===== src/rtl/ccff_chain_loader.sv =====
// ccff_chain_loader: takes a valid/ready byte stream and bit-bangs it MSB-first into a ccff chain.
// Optional feature macro CCFF_READBACK_CRC_EN adds readback_crc, a CRC-16-CCITT over the pre-shift ccff_tail bits.

module ccff_chain_loader #(
  parameter int CHAIN_LEN = 512,
  parameter int PRST_CYC  = 4,
  parameter int CNT_W     = 16
) (
  input  logic             clk,
  input  logic             reset,
  input  logic             start,
  input  logic [7:0]       byte_data,
  input  logic             byte_valid,
  output logic             byte_ready,
  output logic             prog_clk_o,
  output logic             prog_reset_o,
  output logic             ccff_head,
  input  logic             ccff_tail,
  output logic             busy,
  output logic             done,
  output logic [CNT_W-1:0] bit_count
`ifdef CCFF_READBACK_CRC_EN
  ,
  output logic [15:0]      readback_crc
`endif
);

  localparam int PC_W = (PRST_CYC > 1) ? $clog2(PRST_CYC) : 1;
  localparam logic [PC_W-1:0]  PRST_LAST = PC_W'(PRST_CYC - 1);
  localparam logic [CNT_W-1:0] CHAIN_END = CNT_W'(CHAIN_LEN);

  typedef enum logic [2:0] {
    IDLE  = 3'd0,
    PRST  = 3'd1,
    FETCH = 3'd2,
    SLO   = 3'd3,
    SHI   = 3'd4
  } state_t;

  state_t           state_r;
  state_t           state_s;
  logic [PC_W-1:0]  prst_cnt_r;
  logic [7:0]       byte_r;
  logic [2:0]       idx_r;
  logic [2:0]       idx_dec_s;
  logic             head_r;
  logic [CNT_W-1:0] bit_count_r;
  logic             done_r;
  logic             busy_r;
  logic             byte_ready_r;
  logic             prog_clk_r;
  logic             prog_reset_r;
  logic             launch_s;
  logic             load_s;
  logic             step_s;
  logic             shift_s;
  logic             finish_s;

  // Next-state decode plus one-cycle action strobes for the datapath.
  always_comb begin
    state_s   = state_r;
    launch_s  = 1'b0;
    load_s    = 1'b0;
    step_s    = 1'b0;
    shift_s   = 1'b0;
    finish_s  = 1'b0;
    idx_dec_s = idx_r - 3'd1;
    case (state_r)
      IDLE: begin
        if (start) begin
          state_s  = PRST;
          launch_s = 1'b1;
        end else begin
          state_s = IDLE;
        end
      end
      PRST: begin
        if (prst_cnt_r == PRST_LAST) begin
          state_s = FETCH;
        end else begin
          state_s = PRST;
        end
      end
      FETCH: begin
        if (byte_valid && byte_ready_r) begin
          state_s = SLO;
          load_s  = 1'b1;
        end else begin
          state_s = FETCH;
        end
      end
      SLO: begin
        state_s = SHI;
        shift_s = 1'b1;
      end
      SHI: begin
        // bit_count_r already includes the bit being clocked in this cycle.
        if (bit_count_r == CHAIN_END) begin
          state_s  = IDLE;
          finish_s = 1'b1;
        end else if (idx_r == 3'd0) begin
          state_s = FETCH;
        end else begin
          state_s = SLO;
          step_s  = 1'b1;
        end
      end
      default: begin
        state_s = IDLE;
      end
    endcase
  end

  // State register and state-decoded outputs, registered from the next state.
  always_ff @(posedge clk) begin
    if (reset) begin
      state_r      <= IDLE;
      prst_cnt_r   <= {PC_W{1'b0}};
      busy_r       <= 1'b0;
      byte_ready_r <= 1'b0;
      prog_clk_r   <= 1'b0;
      prog_reset_r <= 1'b0;
    end else begin
      state_r      <= state_s;
      busy_r       <= (state_s != IDLE);
      byte_ready_r <= (state_s == FETCH);
      prog_clk_r   <= (state_s == SHI);
      prog_reset_r <= (state_s == PRST);
      if (state_r == PRST) begin
        prst_cnt_r <= prst_cnt_r + PC_W'(1);
      end else begin
        prst_cnt_r <= {PC_W{1'b0}};
      end
    end
  end

  // Byte holding register, bit index, serial head, progress counter and done flag.
  always_ff @(posedge clk) begin
    if (reset) begin
      byte_r      <= 8'h00;
      idx_r       <= 3'd0;
      head_r      <= 1'b0;
      bit_count_r <= {CNT_W{1'b0}};
      done_r      <= 1'b0;
    end else begin
      if (load_s) begin
        byte_r <= byte_data;
        idx_r  <= 3'd7;
        head_r <= byte_data[7];
      end else if (step_s) begin
        idx_r  <= idx_dec_s;
        head_r <= byte_r[idx_dec_s];
      end
      if (launch_s) begin
        bit_count_r <= {CNT_W{1'b0}};
      end else if (shift_s) begin
        bit_count_r <= bit_count_r + CNT_W'(1);
      end
      if (launch_s) begin
        done_r <= 1'b0;
      end else if (finish_s) begin
        done_r <= 1'b1;
      end
    end
  end

  assign byte_ready   = byte_ready_r;
  assign prog_clk_o   = prog_clk_r;
  assign prog_reset_o = prog_reset_r;
  assign ccff_head    = head_r;
  assign busy         = busy_r;
  assign done         = done_r;
  assign bit_count    = bit_count_r;

`ifdef CCFF_READBACK_CRC_EN
  logic [15:0] crc_r;

  function automatic logic [15:0] crc16_step(input logic [15:0] crc, input logic din);
    logic fb;
    fb = crc[15] ^ din;
    crc16_step = {crc[14:0], 1'b0} ^ (fb ? 16'h1021 : 16'h0000);
  endfunction

  // Tail is sampled on the edge entering SHI, i.e. before the chain shifts.
  always_ff @(posedge clk) begin
    if (reset) begin
      crc_r <= 16'hFFFF;
    end else if (launch_s) begin
      crc_r <= 16'hFFFF;
    end else if (shift_s) begin
      crc_r <= crc16_step(crc_r, ccff_tail);
    end
  end

  assign readback_crc = crc_r;
`else
  logic unused_tail_s;
  assign unused_tail_s = ccff_tail;
`endif

endmodule


===== config.mk =====
export PLATFORM = sky130hd
export DESIGN_NAME = ccff_chain_loader
export DESIGN_NICKNAME = d
export VERILOG_FILES = /design/src/rtl/ccff_chain_loader.sv
export SDC_FILE = /design/constraint.sdc
export NUM_CORES = 1
export LEC_CHECK = 0
export CAP_MARGIN = 15
export CELL_PAD_IN_SITES_DETAIL_PLACEMENT = 2
export CELL_PAD_IN_SITES_GLOBAL_PLACEMENT = 2
export CORE_MARGIN = 8
export CORE_UTILIZATION = 27
export CTS_CLUSTER_DIAMETER = 50
export DETAILED_ROUTE_END_ITERATION = 8
export PLACE_DENSITY = 0.78
export SYNTH_ARGS = -nofsm -noshare
export SYNTH_HDL_FRONTEND = slang
export SYNTH_SLANG_ARGS = --single-unit
export TNS_END_PERCENT = 1

===== constraint.sdc =====
create_clock -name clk -period 1.75 [get_ports clk]
set_input_delay 0.175 -clock clk [delete_from_list [all_inputs] [get_ports clk]]
set_output_delay 0.175 -clock clk [all_outputs]
set_load 0.005 [all_outputs]

# After elaboration in Yosys (flattened, before gate mapping)
# Cells that the tools add are included.
[op_classes] n_addsub=3 order_cmp=1 eq_ne=9 mux=22 n_bitwise=1 n_reduce_logical=7
[op_table] op="adder 16 x 1 -> 16 bit (second input constant)" count=1
[op_table] op="equality test 16 x 10 -> 1 bit (second input constant)" count=1
[op_table] op="2-to-1 mux 1 bit" count=16
[op_table] op="case mux 3 bit (5 select lines)" count=1
[op_table] op="equality test 3 x 2 -> 1 bit (second input constant)" count=3
[op_table] op="equality test 3 x 1 -> 1 bit (second input constant)" count=2
[op_table] op="equality test 3 bit (second input constant)" count=2
[op_table] op="zero test 3 bit" count=2
[op_table] op="2-to-1 mux 3 bit" count=2
[op_table] op="< comparator 3 x 4 -> 1 bit (second input constant)" count=1
[op_table] op="2-to-1 mux 2 bit" count=2
[op_table] op="OR reduction 2 bit" count=2
[op_table] op="binary-select mux 1 bit (select 3 bit)" count=1
[op_table] op="nonzero test 3 bit" count=1
[op_table] op="subtractor 3 x 1 -> 3 bit (second input constant)" count=1
[op_table] op="adder 2 x 1 -> 2 bit (second input constant)" count=1
[op_table] op="equality test 2 bit (second input constant)" count=1
[op_table] op="nonzero test 2 bit" count=1
[op_table] op="logical AND 1 bit" count=1
[op_table] op="NOT 1 bit" count=1
[totals] reg_bits=38 input_bits=13 output_inout_bits=22 wordCells=54

# Depth between registers and ports, before layout
# Gate-level depths: netlist of the first run.
[depth] ltp_word=6 mapped_depth=7 mapped_depth_nobuf=6

# Least setup slack after synthesis of the first run
# No wires, ideal clock.
[synth_path] path_kind="flip-flop to flip-flop" start="reg bit_count_r[0] (netlist: bit_count[0])" end="reg idx_r[2]" setup_time_ns=0.074 arrival_ns=1.657 setup_slack_ns=0.019 stages_incl_launch_ff=8 period_less_slack_ns=1.731 path_cell_list="dfxtp_1 inv_1 ha_1 nor4bb_1 and4_1 clkbuf_1 or4_1 a31oi_1"
[synth_between] elab_chain_cells=4
[synth_rtl] element="from (decl)" line="47" source="logic [CNT_W-1:0] bit_count_r;"
[synth_rtl] element="from (signal assigned)" line="143" source="bit_count_r <= {CNT_W{1'b0}};"
[synth_rtl] element="from (signal assigned)" line="155" source="bit_count_r <= {CNT_W{1'b0}};"
[synth_rtl] element="from (signal assigned)" line="157" source="bit_count_r <= bit_count_r + CNT_W'(1);"
[synth_rtl] element="equality test 16 x 10 -> 1 bit" line="98" source="if (bit_count_r == CHAIN_END) begin"
[synth_rtl] element="2-to-1 mux 1 bit" line="98"
[synth_rtl] element="2-to-1 mux 1 bit" line="68" source="case (state_r)"
[synth_rtl] element="nonzero test 2 bit (no line)"
[synth_rtl] element="to (signal assigned)" line="151" source="idx_r <= idx_dec_s;"
[synth_rtl] element="to (decl)" line="44" source="logic [2:0] idx_r;"
# No other way between the ends.
# A chain may end at the register's enable or synchronous reset.

# Final worst setup path of the first run
[layout_path] start="reg bit_count_r[13] (netlist: bit_count[13])" end="reg idx_r[0]"
# Same word-level chain as after synthesis.

==> metrics.md, run 1 <==
| Metric | Value |
|---|---|
| Status | complete, no violations |
| Largest net degree at the start of global routing | 18 |
| Post-Route WL | ~5700 um |
| Reg2Reg Depth | 5 |
| Cell area after layout | 0.00249 mm2 |
| # nets final | 270 |
| DRC | 0 |
| Synth Register Bits | 38 |
| Multiplexer area fraction after synthesis | 0.0374 |
| Pre-Repair DR Iteration Count | 4 |
| Net Count, Synth | about 220 |
| Sequential fraction of the synthesis area | 0.437 |
| Initial antenna violation count | 0 |
| Adder-cell share of the synthesized area | 0.0360 |
| Pwr Density | ~680 mW/mm2 |
| Detailed router's first-iteration violation count | 52 |
| Fin Hold WS | ~0.43 ns |
| Placed instance area | roughly 0.0023 mm2 |
| Placer Congestion | 0.720 |
| Post-Syn Area | ~0.0017 mm2 |
| Cells after Synth | between 150 and 200 |
| Leakage | between 0.8 and 0.9 nW |
| Mean routed wirelength per cell | approximately 17 um |
| Fin crit period | 1.71 ns |
| Skew-Pair Late Insertion Delay | between 0.2 and 0.3 ns |
| Critical path peak fanout | 5 |
| Synth warn | 0 |
| Critical Path RT | 1.95 ns |
| Reg2reg setup slack | about 0.037 ns |
| Setup Skew | roughly 0.0086 ns |
| Max Slew Vio Count | 0 |
| Most common cell after layout, fill and taps aside | clkdlybuf4s50_1 |
| Synth Area in Compound Gates | 0.114 |
| GRT Total Usage | 0.127 |
| Startpoint Class | flop |
| Clk buf depth | 2 |
| Tcrit/Tclk final | 0.979 |
| Std-Cell Rows | 29 |
| Synthesized area per cell | 8.83 um2 |
| Data arrival time of the worst path | 1.91 ns |
| Final Hold Viols | 0 |
| Die Wd | around 96 um |
| Number of diodes | 0 |
| Post-Synth Simple-Gate Area | 0.282 |
| CTS tree | done |
| Final Setup Violations | 0 |
| Post-route ant nets | 0 |
| Seq. cell area | 773 um2 |
| Type of the most critical hold path | input pin to flop |
| Min-Delay Path Depth | 3 |
| Most frequent cells in the layout | clkdlybuf4s50_1, dfxtp_1, nand2_1, buf_4, a21oi_1 |
| Post-layout util | 0.397 |
| Via-per-instance ratio | about 4.9 |
| Worst VDD drop | ~0.00032 V |
| Starting Density | 0.277 |
| Tightest Pin Transition | approximately 0.52 ns |
| Main combinational cell family by area after synthesis | simple AND/OR/NAND/NOR gates |
| Via count | approximately 1,600 |
| Max Cap Violations | 0 |
| Num CTS Buffers | 5 |
| Die area | between 0.009 and 0.01 mm2 |
| IO Count | 35 |
| Core area | ~0.0063 mm2 |
| Synth unique cells | 39 |
| PortBufs | 33 |
| Critical path capture point type | flop |
| CTS clock-pin slew for the worst setup and hold paths | roughly 0.080 ns |
| Area grow syn2layout | 43.3% |
| H-tree Lvls | 2 |
| Layout cell share with drive strength beyond 1 | 0.217 |
| Filler cell count in the final layout | ~700 |
| Clock sink count | 38 |
| Main area contributors after synthesis | dfxtp_1, a21oi_1, nand2_1, nor2_1, ha_1 |
| Relative slew slack | 0.648 |
| Clk Tree Root Cell | clkbuf_8 |
| Hpwl dp | about 4000 um |
| First-pass GRT wire length | between 9000 and 10,000 um |
| Global route total overflow | 0 |
| Footprint of the multi-input gates | 966 um2 |
| Die H | 96.3 um |
| Highest Clock Rate | 584 MHz |
| Largest area contributor in the netlist | dfxtp_1 |
| Post-Synth XOR/XNOR Area | 0.0504 |
| CP Class | flop to flop |
| Vias in the first global route | about 1,800 |
| Synth top area share | 0.437 |
## registers in the layout, indices dropped and copies added (netlist names), 2 cells and up
| signal | flops |
|---|---|
| bit_count | 16 |
| byte_r | 8 |
| idx_r | 3 |
| state_r | 3 |
| prst_cnt_r | 2 |
## stage by stage
stage / cells / setup slack, ns / setup TNS, ns / total power [W]
floorplan: 197 / 0.0186 / 0 / 0.000924
global placement: 318 / 0.0318 / 0 / 0.000972
detailed placement: 318 / -0.0767 / -0.229 / 0.000974
CTS: 326 / -0.0240 / -0.0675 / 0.00172
global route: 330 / -0.0596 / -0.130 / 0.00176
finish: 330 / 0.0367 / 0 / 0.00169
## area by class of cell
cell class              instances  area share
clock inverters                 3      0.0161
inverters                       8      0.0120
repair buffers                 58       0.208
multi-input cells             141       0.388
flip-flops and latches         38       0.310
well taps                      77      0.0387
clock buffers                   5      0.0276
## path summary, 6_finish.rpt
kind                   end          start
max               idx_r[0]  bit_count[13]
min              byte_r[3]   byte_data[3]
max reg2reg       idx_r[0]  bit_count[13]
min reg2reg  prst_cnt_r[0]  prst_cnt_r[0]
## what timing repair did
| action | in CTS | in global routing |
|---|---|---|
| setup buffers | 0 | 4 |
| setup endpoints to repair | 9 | 10 |
| resized for setup | 6 | 17 |
| hold buffers | 0 | 0 |
| pin swaps | 0 | 2 |
## cell usage after synthesis, drive strengths merged
library cell / n
nand3: 3
o31ai: 2
o21ai: 6
ha: 5
and4: 2
inv: 8
nand4: 4
a211oi: 1
or4: 4
nand3b: 3
a31oi: 2
a21oi: 20
a31o: 1
nor2b: 1
xor2: 3
nor3: 4
nor3b: 3
and4b: 2
dfxtp: 38
buf: 4
nor4bb: 4
and3: 3
nand2b: 2
or3: 5
and3b: 1
clkbuf: 6
and2: 1
o211ai: 2
mux4: 2
a311oi: 1
mux2i: 2
nor4: 3
nand2: 25
nor2: 17
xnor2: 7
## metal layers
| layer | GRT usage | wire (um) |
|---|---|---|
| met5 | 0 | 0 |
| met4 | 0.0320 | 45 |
| met3 | 0.0281 | 195 |
| met2 | 0.217 | 2780 |
| met1 | 0.158 | 2650 |
## worst max-delay path, stage by stage (launching register included)
cell and delay, ns:
dfxtp_1 0.35, nor4_1 0.47, and4_4 0.35, buf_4 0.13, nor3_1 0.05, a211oi_1 0.27
## cell families after synthesis
kind of cell,count (synthesis)
AOI/OAI and AO/OA,35
xor gates and xnor gates,10
adders and majority gates,5
buffers and inverters,18
DFF,38
muxes,4
and+or+nand+nor,87
## report_power, final
| group | internal (W) | switching [W] | total [W] |
|---|---|---|---|
| logic | 0.0000430 | 0.0000321 | 0.0000751 |
| registers | 0.000868 | 0.00000793 | 0.000876 |
| clock network | 0.000420 | 0.000320 | 0.000739 |
(Power assumes the default switching activity.)
==> run 2: changes to the inputs <==
--- a/config.mk
+++ b/config.mk
@@ -13,6 +13,8 @@
 export CTS_CLUSTER_DIAMETER = 50
 export DETAILED_ROUTE_END_ITERATION = 8
 export PLACE_DENSITY = 0.78
+export RECOVER_POWER = 25
+export REMOVE_ABC_BUFFERS = 1
 export SYNTH_ARGS = -nofsm -noshare
 export SYNTH_HDL_FRONTEND = slang
 export SYNTH_SLANG_ARGS = --single-unit
==> metrics.md, run 2 (same netlist as run 1, synthesis figures left out) <==
| Metric | Value |
|---|---|
| H-tree Lvls | 2 |
| Skew-Pair Late Insertion Delay | slightly below 0.3 ns |
| Post-Route WL | about 5400 um |
| Number of diodes | 0 |
| Layout cell share with drive strength beyond 1 | 0.173 |
| Final Hold Viols | 0 |
| Via count | 1,649 |
| PortBufs | 33 |
| Tcrit/Tclk final | 0.954 |
| Int Pwr | 0.00123 W |
| Global route total overflow | 0 |
| Max Cap Violations | 0 |
| Post-CTS Hold Buffers | 0 |
| Via-per-instance ratio | 4.97 |
| Final worst setup slack | 0.0806 ns |
| Combinational Power Share | 0.049 |
| Starting Density | 0.277 |
| Most common cell after layout, fill and taps aside | dfxtp_1 |
| # nets final | around 270 |
| Busiest grt layer | met2 |
| Setup Skew | 0.00609 ns |
| Critical path capture point type | flop |
| Placer Congestion | 0.721 |
| Pwr Density | approximately 650 mW/mm2 |
| Fin Hold WS | 0.427 ns |
| Final Setup Violations | 0 |
| Area grow syn2layout | 40.6% |
| Die Wd | slightly below 100 um |
| Switching part of the total | 0.223 |
| Relative slew slack | 0.713 |
| Critical path peak fanout | 6 |
| Cell area after layout | approximately 0.0024 mm2 |
| Worst VDD drop | around 0.00028 V |
| Placed instance area | about 0.0023 mm2 |
| DRC | 0 |
| Net Sw Power | 0.000354 W |
| Place WS | 0.0698 ns |
| Die area | between 0.009 and 0.01 mm2 |
| Pre-Repair DR Iteration Count | 4 |
| Slowest cell on crit path | or4_1 |
| Core area | 0.00628 mm2 |
| Max reg flops | 16 |
| Std-Cell Rows | 29 |
| Type of the most critical hold path | input pin to flop |
| Detailed router's first-iteration violation count | 20 |
| Post-Layout Cell Count | approximately 330 |
| RSZ-0062 raised after global routing | true |
| GRT Total Usage | 0.122 |
| Largest net degree at the start of global routing | 18 |
| Status | complete, no violations |
| Post-route ant nets | 0 |
| Met1 GRT Util | 0.145 |
| CTS tree | done |
| Num CTS Buffers | 5 |
| Crit-path cells | nand3b_4, or3_4, or4_1, a21oi_1 |
| M3 GR Usage | 0.0265 |
| Max stage delay on crit path | a little under 0.5 ns |
| Leakage | 0.907 nW |
| Max Slew Vio Count | 0 |
| GRT met2 Usage | 0.208 |
| CP Class | flop to flop |
| Clk buf depth | 2 |
| Clock power frac | 0.399 |
| Most frequent cells in the layout | dfxtp_1, nand2_1, clkdlybuf4s50_1, buf_4, a21oi_1 |
| Data arrival time of the worst path | about 1.9 ns |
| Placed insts | around 320 |
| Initial antenna violation count | 0 |
| Fin crit period | between 1.5 and 2 ns |
| CTS clock-pin slew for the worst setup and hold paths | ~0.080 ns |
| Critical Path RT | roughly 2 ns |
| Clock sink count | 38 |
| Hpwl dp | roughly 4000 um |
| Sum Neg Setup Slack | 0 ns |
| Tightest Pin Transition | about 0.43 ns |
| Mean routed wirelength per cell | approximately 16 um |
| Clk Tree Root Cell | clkbuf_8 |
| First-pass GRT wire length | 8770 um |
| IO Count | 35 |
| Highest Clock Rate | about 600 MHz |
| Seq pwr share | 0.552 |
| Die H | ~96 um |
| Vias in the first global route | 1,839 |
| Startpoint Class | flop |
run 2: cell count changes in the layout (fill, tap and decap cells not counted), sizes merged:
cell | before | now
bufinv | 1 | 0
clkbuf | 5 | 9
clkdlybuf4s50 | 33 | 25
clkinv | 2 | 1
dlygate4sd3 | 0 | 8
run 2: metrics by stage:
stage,utilization,power [W]
2_1_floorplan,-,0.000915
3_3_place_gp,0.369,0.000975
3_5_place_dp,0.369,0.000979
4_1_cts,0.383,0.00162
5_1_grt,0.389,0.00164
6_report,0.389,0.00159
run 2: layout make-up:
type / instances / area, um2
multi-input cells: 141 / 937
fillers: 708 / 3830
repair buffers: 60 / 526
inverters: 8 / 30.0
flip-flops and latches: 38 / 764
clock inverters: 1 / 5.00
well taps: 77 / 96.3
clock buffers: 7 / 86.3
run 2: timing repair:
item / in CTS / in global routing
endpoints found under the hold margin: 0 / 0
gates resized for setup: 0 / 10
setup buffers: 0 / 1
setup endpoints to repair: 0 / 12
run 2: final timing paths:
kind,cells after the start,end,slack (ns),startpoint
setup / recovery,4,bit_count[15],0.08,state_r[0]
hold / removal,3,byte_r[3],0.43,byte_data[3]
setup reg to reg,4,bit_count[15],0.08,state_r[0]
hold reg to reg,1,prst_cnt_r[0],0.46,prst_cnt_r[0]
run 2: power groups by stage:
stage | Clock [W] | Sequential [W] | Combinational, W
global route | 0.000684 | 0.000877 | 0.0000838
global placement | 0 | 0.000897 | 0.0000787
CTS | 0.000658 | 0.000876 | 0.0000824
detailed placement | 0 | 0.000897 | 0.0000818
floorplan | 0 | 0.000897 | 0.0000174
finish | 0.000633 | 0.000876 | 0.0000770
run 2: routing by layer:
layer,wire [um],share of wire,up-vias
li1,-,-,808
met1,2340,0.44,817
met2,2820,0.53,20
met3,131,0.024,4
met4,66,0.012,0
met5,0,0,-
run 2: critical path: cells and delay by family (launching register included):
kind,cells,cell delay [ns]
AO/OA/AOI/OAI,1,0.16
flip-flops,1,0.45
AND/OR/NAND/NOR,3,1.00
